===== config.mk =====
export PLATFORM = sky130hd
export DESIGN_NAME = screen_region_scanner
export DESIGN_NICKNAME = d
export VERILOG_FILES = /design/src/rtl/draw_pkg.sv /design/src/rtl/screen_region_scanner_addr_calc.sv /design/src/rtl/screen_region_scanner.sv
export SDC_FILE = /design/constraint.sdc
export NUM_CORES = 1
export LEC_CHECK = 0
export ABC_AREA = 1
export BUFFER_PORTS_ARGS = -buffer_cell sky130_fd_sc_hd__buf_4
export CAP_MARGIN = 20
export CORE_ASPECT_RATIO = 1.25
export CORE_MARGIN = 8
export CORE_UTILIZATION = 55
export DETAILED_ROUTE_END_ITERATION = 12
export PLACE_DENSITY = 0.79
export SKIP_CTS_REPAIR_TIMING = 1
export SLEW_MARGIN = 40
export SYNTH_ARGS = -nofsm -noshare
export SYNTH_HDL_FRONTEND = slang
export SYNTH_HIERARCHICAL = 1
export SYNTH_SLANG_ARGS = --single-unit

===== constraint.sdc =====
create_clock -name clock -period 6.2 [get_ports clock]
set_clock_uncertainty 0.15 [all_clocks]
set_input_delay 1.24 -clock clock [delete_from_list [all_inputs] [get_ports clock]]
set_output_delay 1.24 -clock clock [all_outputs]
set_load 0.02 [all_outputs]

===== src/rtl/draw_pkg.sv =====
// Shared definitions for the screen draw subsystem.
// Holds the screen geometry, pixel colour width, the region scanner state
// encoding and the colour constants used by the draw modules.
package draw_pkg;

    localparam int unsigned SCREEN_WIDTH       = 320;
    localparam int unsigned SCREEN_HEIGHT      = 240;
    localparam int unsigned PIXEL_COLOUR_WIDTH = 3;
    localparam int unsigned COORD_WIDTH        = 16;
    localparam int unsigned FB_ADDR_WIDTH      = 17;

    typedef enum logic [1:0] {
        IDLE  = 2'd0,
        READ  = 2'd1,
        WRITE = 2'd2,
        DONE  = 2'd3
    } scan_state_e;

    localparam logic [PIXEL_COLOUR_WIDTH-1:0] COLOUR_BLACK   = 3'd0;
    localparam logic [PIXEL_COLOUR_WIDTH-1:0] COLOUR_BLUE    = 3'd1;
    localparam logic [PIXEL_COLOUR_WIDTH-1:0] COLOUR_GREEN   = 3'd2;
    localparam logic [PIXEL_COLOUR_WIDTH-1:0] COLOUR_CYAN    = 3'd3;
    localparam logic [PIXEL_COLOUR_WIDTH-1:0] COLOUR_RED     = 3'd4;
    localparam logic [PIXEL_COLOUR_WIDTH-1:0] COLOUR_MAGENTA = 3'd5;
    localparam logic [PIXEL_COLOUR_WIDTH-1:0] COLOUR_YELLOW  = 3'd6;
    localparam logic [PIXEL_COLOUR_WIDTH-1:0] COLOUR_WHITE   = 3'd7;

endpackage


===== src/rtl/screen_region_scanner_addr_calc.sv =====
// screen_addr_calc: combinational framebuffer address generator shared by
// all framebuffer clients.
//   x_i, y_i     : pixel coordinate (unsigned, XY_WIDTH bits)
//   addr_o       : y*WIDTH + x, truncated to ADDR_WIDTH
//   on_screen_o  : coordinate lies inside the WIDTH x HEIGHT screen
module screen_addr_calc
    import draw_pkg::*;
#(
    parameter int unsigned XY_WIDTH   = COORD_WIDTH + 1,
    parameter int unsigned WIDTH      = SCREEN_WIDTH,
    parameter int unsigned HEIGHT     = SCREEN_HEIGHT,
    parameter int unsigned ADDR_WIDTH = FB_ADDR_WIDTH
) (
    input  logic [XY_WIDTH-1:0]   x_i,
    input  logic [XY_WIDTH-1:0]   y_i,
    output logic [ADDR_WIDTH-1:0] addr_o,
    output logic                  on_screen_o
);

    // Address is only meaningful when on_screen_o is set; off-screen
    // coordinates simply produce a truncated value that callers ignore.
    assign addr_o      = ADDR_WIDTH'(32'(y_i) * WIDTH + 32'(x_i));
    assign on_screen_o = (32'(x_i) < WIDTH) && (32'(y_i) < HEIGHT);

endmodule


===== src/rtl/screen_region_scanner.sv =====
// screen_region_scanner: responder end of the screen draw interface.
// Walks a requested rectangle in row-major order; for each on-screen pixel
// reads the framebuffer, shows coordinate and old colour to the initiator
// and writes back the initiator's new colour. Off-screen pixels are skipped
// at one cycle each.
//   clock, reset               : clock, synchronous active-high reset
//   screen_start               : one-cycle request, region sampled same cycle
//   screen_{x,y}_min/_range    : region origin and size
//   new_screen_colour          : initiator colour for the current pixel
//   screen_x/y, old_screen_colour : current pixel and its stored colour
//   screen_done, busy          : completion pulse, region in progress
//   mem_rd_*, mem_wr_*         : framebuffer ports (read latency one cycle)
module screen_region_scanner
    import draw_pkg::*;
#(
    parameter int unsigned DATA_WIDTH   = COORD_WIDTH,
    parameter int unsigned COLOUR_WIDTH = PIXEL_COLOUR_WIDTH,
    parameter int unsigned WIDTH        = SCREEN_WIDTH,
    parameter int unsigned HEIGHT       = SCREEN_HEIGHT,
    parameter int unsigned ADDR_WIDTH   = FB_ADDR_WIDTH
) (
    input  logic                    clock,
    input  logic                    reset,
    input  logic                    screen_start,
    input  logic [COLOUR_WIDTH-1:0] new_screen_colour,
    input  logic [DATA_WIDTH-1:0]   screen_x_min,
    input  logic [DATA_WIDTH-1:0]   screen_y_min,
    input  logic [DATA_WIDTH-1:0]   screen_x_range,
    input  logic [DATA_WIDTH-1:0]   screen_y_range,
    output logic [DATA_WIDTH-1:0]   screen_x,
    output logic [DATA_WIDTH-1:0]   screen_y,
    output logic [COLOUR_WIDTH-1:0] old_screen_colour,
    output logic                    screen_done,
    output logic                    busy,
    output logic [ADDR_WIDTH-1:0]   mem_rd_addr,
    input  logic [COLOUR_WIDTH-1:0] mem_rd_data,
    output logic [ADDR_WIDTH-1:0]   mem_wr_addr,
    output logic [COLOUR_WIDTH-1:0] mem_wr_data,
    output logic                    mem_wr_en
);

    // Coordinates carry one extra bit so a region starting near the top of
    // the coordinate range walks past it instead of wrapping back to 0.
    localparam int unsigned XW = DATA_WIDTH + 1;

    scan_state_e   state_q, state_d;
    logic [XW-1:0] x_q, x_d;
    logic [XW-1:0] y_q, y_d;
    logic [XW-1:0] x_min_q, x_min_d;
    logic [XW-1:0] x_end_q, x_end_d;
    logic [XW-1:0] y_end_q, y_end_d;

    logic [XW-1:0]         x_inc, y_inc, adv_x, adv_y;
    logic                  row_end, last_pix;
    logic [ADDR_WIDTH-1:0] pix_addr;
    logic                  on_screen;

    screen_addr_calc #(
        .XY_WIDTH   (XW),
        .WIDTH      (WIDTH),
        .HEIGHT     (HEIGHT),
        .ADDR_WIDTH (ADDR_WIDTH)
    ) u_addr_calc (
        .x_i         (x_q),
        .y_i         (y_q),
        .addr_o      (pix_addr),
        .on_screen_o (on_screen)
    );

    assign screen_x = x_q[DATA_WIDTH-1:0];
    assign screen_y = y_q[DATA_WIDTH-1:0];
    assign busy     = (state_q != IDLE);

    // Row-major advance; last pixel is (x_end-1, y_end-1).
    always_comb begin
        x_inc    = x_q + XW'(1);
        y_inc    = y_q + XW'(1);
        row_end  = (x_inc == x_end_q);
        last_pix = row_end && (y_inc == y_end_q);
        adv_x    = row_end ? x_min_q : x_inc;
        adv_y    = row_end ? y_inc : y_q;
    end

    always_comb begin
        state_d           = state_q;
        x_d               = x_q;
        y_d               = y_q;
        x_min_d           = x_min_q;
        x_end_d           = x_end_q;
        y_end_d           = y_end_q;
        mem_rd_addr       = '0;
        mem_wr_addr       = '0;
        mem_wr_data       = '0;
        mem_wr_en         = 1'b0;
        old_screen_colour = '0;
        screen_done       = 1'b0;

        unique case (state_q)
            IDLE: begin
                if (screen_start) begin
                    x_min_d = {1'b0, screen_x_min};
                    x_end_d = {1'b0, screen_x_min} + {1'b0, screen_x_range};
                    y_end_d = {1'b0, screen_y_min} + {1'b0, screen_y_range};
                    x_d     = {1'b0, screen_x_min};
                    y_d     = {1'b0, screen_y_min};
                    if (screen_x_range == '0 || screen_y_range == '0) begin
                        state_d = DONE;
                    end else begin
                        state_d = READ;
                    end
                end
            end
            READ: begin
                if (on_screen) begin
                    mem_rd_addr = pix_addr;
                    state_d     = WRITE;
                end else begin
                    // Clipped pixel: skip without touching memory.
                    x_d     = adv_x;
                    y_d     = adv_y;
                    state_d = last_pix ? DONE : READ;
                end
            end
            WRITE: begin
                old_screen_colour = mem_rd_data;
                mem_wr_en         = 1'b1;
                mem_wr_addr       = pix_addr;
                mem_wr_data       = new_screen_colour;
                x_d               = adv_x;
                y_d               = adv_y;
                state_d           = last_pix ? DONE : READ;
            end
            DONE: begin
                screen_done = 1'b1;
                state_d     = IDLE;
            end
            default: state_d = IDLE;
        endcase
    end

    always_ff @(posedge clock) begin
        if (reset) begin
            state_q <= IDLE;
            x_q     <= '0;
            y_q     <= '0;
            x_min_q <= '0;
            x_end_q <= '0;
            y_end_q <= '0;
        end else begin
            state_q <= state_d;
            x_q     <= x_d;
            y_q     <= y_d;
            x_min_q <= x_min_d;
            x_end_q <= x_end_d;
            y_end_q <= y_end_d;
        end
    end

endmodule


==> key figures, run 1 <==
Status
  – Outcome: finished, final reports clean

Cells and area
  – P&R area growth vs syn: 14.4%
  – Share of post-route cells with drive strength above 1: 16.0%
  – Area of the multi-input gates: 0.00548 sq mm
  – FF+latch area: 0.00172 sq mm
  – # diodes: 0
  – Fill count: 1435
  – Final #Nets: 1569
  – Final instance area: 0.00962 sq mm

Place
  – Gpl congestion: 0.913
  – Port Buffers: 147
  – Setup slack at placement: 1720 ps
  – HPWL Detailed: 19500 um
  – Area post-placement: 0.00931 sq mm

Route
  – Metal3 WL: 1900 um
  – Met1 Routed Length: 11300 um
  – Wire per inst: 15.5 um
  – Met2 WL post-DR: 11200 um
  – Routed wire length: 25000 um
  – Initial DRC Count: 751
  – Pre-antenna DRT Iters: 5
  – Vias: 8750
  – Residual DRC: 0
  – Post-route antenna net violation count: 0
  – Vias per inst: 5.42
  – Highest routed layer: met4

Clocking
  – CTS tree: yes
  – Clock Sinks: 86
  – Max clock buf depth: 2
  – Num CTS Buffers: 9
  – H-tree depth: 3
  – Root Buffer: clkbuf_16
  – Worst-Skew Late Latency: 350 ps
  – Reg clk slew, reported paths: 70 ps

Setup path
  – Crit Path Max Fanout: 8
  – Critical path type: reg2out
  – Worst Path Arrival: 3440 ps
  – Top cell family by delay on the critical path: adder cells
  – Crit end category: output pin
  – Req. time, crit path: 4810 ps
  – Crit-path cells: ha_1 -> ha_1 -> fa_1 -> nand4_1 -> o211ai_1 -> xor2_1 -> ha_1 -> nand2_1 -> nor2_1 -> nand3_1 -> nand3_1 -> nand3_1 -> nand2_1 -> inv_1 -> nor2_1 -> buf_4
  – CP max stage cell: dfxtp_1
  – Max stage delay on crit path: 490 ps
  – CP Launch Type: flip-flop
  – Crit path buffers/inverters: 2

Power
  – Leakage: 5.02 nW
  – Peak supply drop: 0.127 mV
  – P per Cell Area: 216 mW/mm^2

Synthesis
  – Share of flip-flops with an asynchronous set or reset: 0%
  – Yosys synthesis warning count: 6
  – Number of flops mapped to enable cells by yosys: 0
  – Syn_area_per_cell: 6.27 sq um
  – Yosys cell types: 46
  – Top cell type by total area after synthesis: dfxtp_1
  – Most frequent cell after synthesis: nand2_1
  – Synthesized cell area: 0.00841 sq mm
  – Synth Instances: 1342
  – Top cell type's share of synthesized area: 20.5%
  – Top cells by area, synth: dfxtp_1 (20%), nand2_1 (14%), ha_1 (9.5%), inv_1 (8.7%), a21oi_1 (7.4%)
  – Most frequently used flop master after synthesis: dfxtp_1
  – Yosys reg bits: 86
  – Post-synth top cells: nand2_1 (324), inv_1 (194), a21oi_1 (125), nor2_1 (108)
  – Syn nets: 1483
  – Seq/Total Area, Yosys: 20.5%

Global routing
  – Vias in the first global route: 8334
  – Initial antenna violation count: 0
  – GRT overflow: 0
  – Largest net degree at the start of global routing: 76
  – Gr usage total: 25.5%
  – Global-route wire length before repair: 41100 um

Floorplan
  – Die Wd: 127 um
  – Core area: 0.0150 sq mm
  – Initial core utilization: 56.2%
  – I/O Pins: 148
  – Die ar.: 0.0195 sq mm
  – Die Height: 154 um
  – Row Count: 50

STA
  – RSZ-0062 raised after global routing: no
  – F_max: 0.207 GHz
  – Fin. max-slew vios: 0
  – Setup violations, final: 0
  – Crit share post-route: 77.9%
  – Setup ws final: 1370 ps
  – TNS Setup: 0 ps
  – Slew of the pin with the lowest slew margin: 798 ps
  – Final Hold Fails: 0
  – Final min period: 4830 ps
  – Normalized max-slew margin: 46.5%

Run
  – # Max-Cap Violations: 0

Min path
  – Worst hold path class: reg2reg
-- layout by cell type, fill, tap and decap left out, types with 5 or more instances in the layout --
cell | netlist | routed
nand2_1 | 324 | 323
inv_1 | 194 | 193
buf_4 | 39 | 152
a21oi_1 | 125 | 125
nor2_1 | 108 | 108
o21ai_0 | 91 | 91
nand3_1 | 91 | 91
dfxtp_1 | 86 | 86
ha_1 | 64 | 63
xor2_1 | 29 | 29
nand4_1 | 19 | 19
nand2_2 | 15 | 16
xnor2_1 | 15 | 15
nand3_2 | 12 | 12
a21oi_2 | 11 | 11
nor4_1 | 10 | 10
clkbuf_16 | 0 | 9
nand3b_1 | 7 | 7
o21bai_1 | 6 | 6
nor3_1 | 6 | 6
o211ai_1 | 5 | 5
a31oi_1 | 5 | 5
-- layout make-up --
class | count | area share [%]
Clock buffer | 9 | 2.34
Clock inverter | 7 | 0.845
Inverter | 196 | 7.70
Multi-Input combinational cell | 983 | 57.0
Sequential cell | 86 | 17.9
Tap cell | 182 | 2.37
Timing Repair Buffer | 152 | 11.9
-- worst register-to-register path: stages (launching register included) --
cell and delay (ps):
dfxtp_1 620, ha_1 330, nand2_4 100, nor2_4 200, nand2_1 70, nand2_1 80
nand2_1 70, nand2_1 60, nand2_1 40, inv_1 40, nand2_1 40, nor2_1 180
nand2_2 130, nor2_8 340, inv_6 150, nand2_8 180, nand2_4 190, nand2_1 110
a21oi_1 70
-- stage by stage --
step / power (mW) / cells / util (%) / hold WS, ps
2_1_floorplan: 1.30 / 1342 / - / 280
6_report: 2.08 / 1615 / 64.3 / 304
3_3_place_gp: 1.50 / 1599 / 62.3 / 291
4_1_cts: 2.07 / 1615 / 64.3 / 303
3_5_place_dp: 1.51 / 1599 / 62.3 / 294
5_1_grt: 2.22 / 1615 / 64.3 / 322
-- metal layers --
layer	track usage [%]	vias to the layer above
li1	-	4484
met1	33.0	3856
met2	41.6	370
met3	4.44	40
met4	8.90	0
met5	0	-
-- kinds of logic (layout without fill, tap and decap cells) --
family                   after synthesis  after routing  share of synthesized area (%)
AO/OA/AOI/OAI                        262            262                           17.2
XOR/XNOR                              46             46                           5.12
adder cells (fa/ha/maj)               68             68                           10.5
buffers and inverters                273            364                           14.4
flip-flops                            86             86                           20.5
AND/OR/NAND/NOR                      607            607                           32.4
-- worst paths after layout --
kind / end / cells past startpoint / slack (ps) / start
worst max-delay path: mem_rd_addr[16] / 16 / 1370 / y_q[3]
worst min-delay path: x_min_q[9] / 2 / 300 / x_min_q[9]
worst max register to register: y_q[16] / 18 / 2880 / x_q[0]
worst min register to register: x_min_q[9] / 2 / 300 / x_min_q[9]
-- flip-flops by register name, summed over array words and instances, names as in the netlist --
name	count
y_q	17
x_q	17
y_end_q	17
x_min_q	16
state_q	2
x_end_q	17
-- power by group --
group | internal, mW | switching (mW)
clock | 0.319 | 0.246
sequential | 0.613 | 0.0955
combinational | 0.309 | 0.496
total | 1.24 | 0.837
Note: power is estimated with default switching activity, not from simulation.
==> run 2, diff against run 1 <==
- clock period: 6.2 -> 4.9 ns (I/O delays scaled with it)
==> key figures, run 2 (same netlist as run 1, synthesis figures left out) <==
STA
  – Slew of the pin with the lowest slew margin: 785 ps (-13.4 ps)
  – TNS Setup: 0 ps (unchanged)
  – Final min period: 4620 ps
  – Final hold slack: 303 ps (-1.26 ps)
  – Fin. max-slew vios: 0 (unchanged)
  – RSZ-0062 raised after global routing: no
  – Setup violations, final: 0 (unchanged)
  – Crit share post-route: 94.2%
  – Final Hold Fails: 0 (unchanged)
  – Normalized max-slew margin: 47.4% (+0.90 points)
  – F_max: 0.217 GHz

Route
  – Residual DRC: 0 (unchanged)
  – Vias: 8802 (+0.59%)
  – Vias per inst: 5.45 (+0.53%)
  – Routed wire length: 25100 um (+0.44%)
  – Wire per inst: 15.5 um (+0.38%)
  – Post-route antenna net violation count: 0 (unchanged)
  – Pre-antenna DRT Iters: 5 (unchanged)
  – Initial DRC Count: 639 (-15%)

Clocking
  – Clock Sinks: 86 (unchanged)
  – Worst-Skew Late Latency: 340 ps (about the same)
  – Root Buffer: clkbuf_16
  – Max clock buf depth: 2 (unchanged)
  – Reg clk slew, reported paths: 60 ps (about the same)
  – H-tree depth: 3 (unchanged)
  – CTS tree: yes
  – Num CTS Buffers: 9 (unchanged)

Global routing
  – Gr usage total: 25.0% (-0.44 points)
  – Met3 usage: 4.30% (-0.14 points)
  – Largest net degree at the start of global routing: 75 (-1.3%)
  – Gr busiest metal: met2
  – Met2 Resource Use GR: 42.6% (+1.0 points)
  – Initial antenna violation count: 0 (unchanged)
  – Global-route wire length before repair: 40300 um (-2.1%)
  – GRT overflow: 0 (unchanged)
  – Met1 GRT Util: 31.7% (-1.3 points)
  – Vias in the first global route: 8259 (-0.90%)

Cells and area
  – Final instance area: 0.00968 sq mm (+0.61%)
  – P&R area growth vs syn: 15.1%
  – Commonest non-fill, non-tap cell in the layout: nand2_1
  – # diodes: 0 (unchanged)
  – Share of post-route cells with drive strength above 1: 16.0% (+0.059 points)
  – Final #Nets: 1570 (+0.064%)
  – Fin cells: 1616 (+0.062%)
  – Commonest cells after routing, fill and taps aside: nand2_1 (323), inv_1 (193), buf_4 (153)

Setup path
  – CP max stage cell: dfxtp_1
  – Crit path buffers/inverters: 2 (unchanged)
  – Crit-path cells: ha_1 -> ha_1 -> fa_1 -> nand4_1 -> o211ai_1 -> xor2_1 -> ha_1 -> nand2_1 -> nor2_1 -> nand3_1 -> nand3_1 -> nand3_1 -> nand2_1 -> inv_1 -> nor2_1 -> buf_4
  – Max stage delay on crit path: 480 ps (about the same)
  – Req. time, crit path: 3770 ps (-1040 ps)
  – Critical path type: reg2out
  – CP Launch Type: flip-flop
  – Crit Path Max Fanout: 8 (unchanged)
  – Top cell family by delay on the critical path: adder cells
  – Crit end category: output pin
  – Worst Path Arrival: 3490 ps (+50 ps)

Floorplan
  – Core area: 0.0150 sq mm (unchanged)
  – Die ar.: 0.0195 sq mm (unchanged)
  – Die Height: 154 um (unchanged)
  – Die Wd: 127 um (unchanged)
  – Row Count: 50 (unchanged)
  – I/O Pins: 148 (unchanged)
  – Initial core utilization: 56.2% (unchanged)

Power
  – P per Cell Area: 282 mW/mm^2 (+31%)
  – Net Sw Frac: 38.0% (-2.3 points)
  – Clock power share: 29.8% (+2.6 points)
  – Internal: 1.69 mW (+37%)
  – Peak supply drop: 0.155 mV (+22%)
  – Switching power: 1.04 mW (+24%)
  – Leakage: 5.04 nW (+0.42%)
  – Combinational power share: 37.4% (-1.3 points)
  – Reg power frac: 32.8% (-1.3 points)

Min path
  – Worst hold path class: reg2reg

Place
  – Area post-placement: 0.00932 sq mm (about the same)
  – HPWL Detailed: 19700 um (+0.79%)
  – Port Buffers: 147 (unchanged)
  – Gpl congestion: 0.910 (-0.37%)
  – DP Cell Count: 1600 (+0.063%)

Run
  – # Max-Cap Violations: 0 (unchanged)

Status
  – Outcome: finished, final reports clean
run 2: changes by cell type in the layout (fill, tap and decap cells not counted), sizes merged:
cell and change:
clkinv -3, inv -3, bufinv +2, clkbuf +2, clkinvlp +2, buf +1
run 2: per-layer routing:
| metal | routed length [um] | share of wire [%] |
|---|---|---|
| met1 | 10900 | 43 |
| met2 | 11700 | 46 |
| met3 | 2090 | 8.3 |
| met4 | 466 | 1.9 |
| met5 | 0 | 0 |
run 2: per-stage QoR:
step	worst slack, ps	utilization (%)	power, mW
finish	284	64.7	2.73
detailed placement	643	62.3	1.92
floorplan	971	-	1.65
CTS	278	64.7	2.73
global placement	726	62.3	1.91
global route	89.4	64.7	2.90
run 2: path summary, 6_finish.rpt:
path                                 start              end  slack [ps]  cells after the start
worst min-delay path            x_min_q[3]       x_min_q[3]         300                      2
worst max register to register      x_q[0]           y_q[0]        1570                     18
worst max-delay path                y_q[3]  mem_rd_addr[16]         280                     16
worst min register to register  x_min_q[3]       x_min_q[3]         300                      2
run 2: layout make-up:
class	instances	area, sq um
Multi-Input combinational cell	983	5480
Clock buffer	11	253
Timing Repair Buffer	153	1150
Tap cell	182	228
Fill cell	1449	5270
Sequential cell	86	1720
Inverter	196	741
Clock inverter	5	105
run 2: worst reg2reg max path, cell delays in order (launching register included):
cell and delay, ps:
dfxtp_1 610, ha_1 320, nand2_4 100, nor2_4 200, nand2_1 70, nand2_1 80
nand2_1 70, nand2_1 60, nand2_1 40, inv_1 40, nand2_1 40, nor2_1 180
nand2_2 130, nor2_8 350, inv_6 160, nand2_8 180, nand2_4 200, nand2_1 120
a21oi_1 70
run 2: power by group through the flow:
stage	Combinational, mW	Sequential, mW	Clock [mW]
floorplan	0.792	0.857	0
global placement	1.00	0.903	0
detailed placement	1.01	0.906	0
CTS	1.02	0.891	0.818
global route	1.15	0.903	0.844
finish	1.02	0.895	0.814
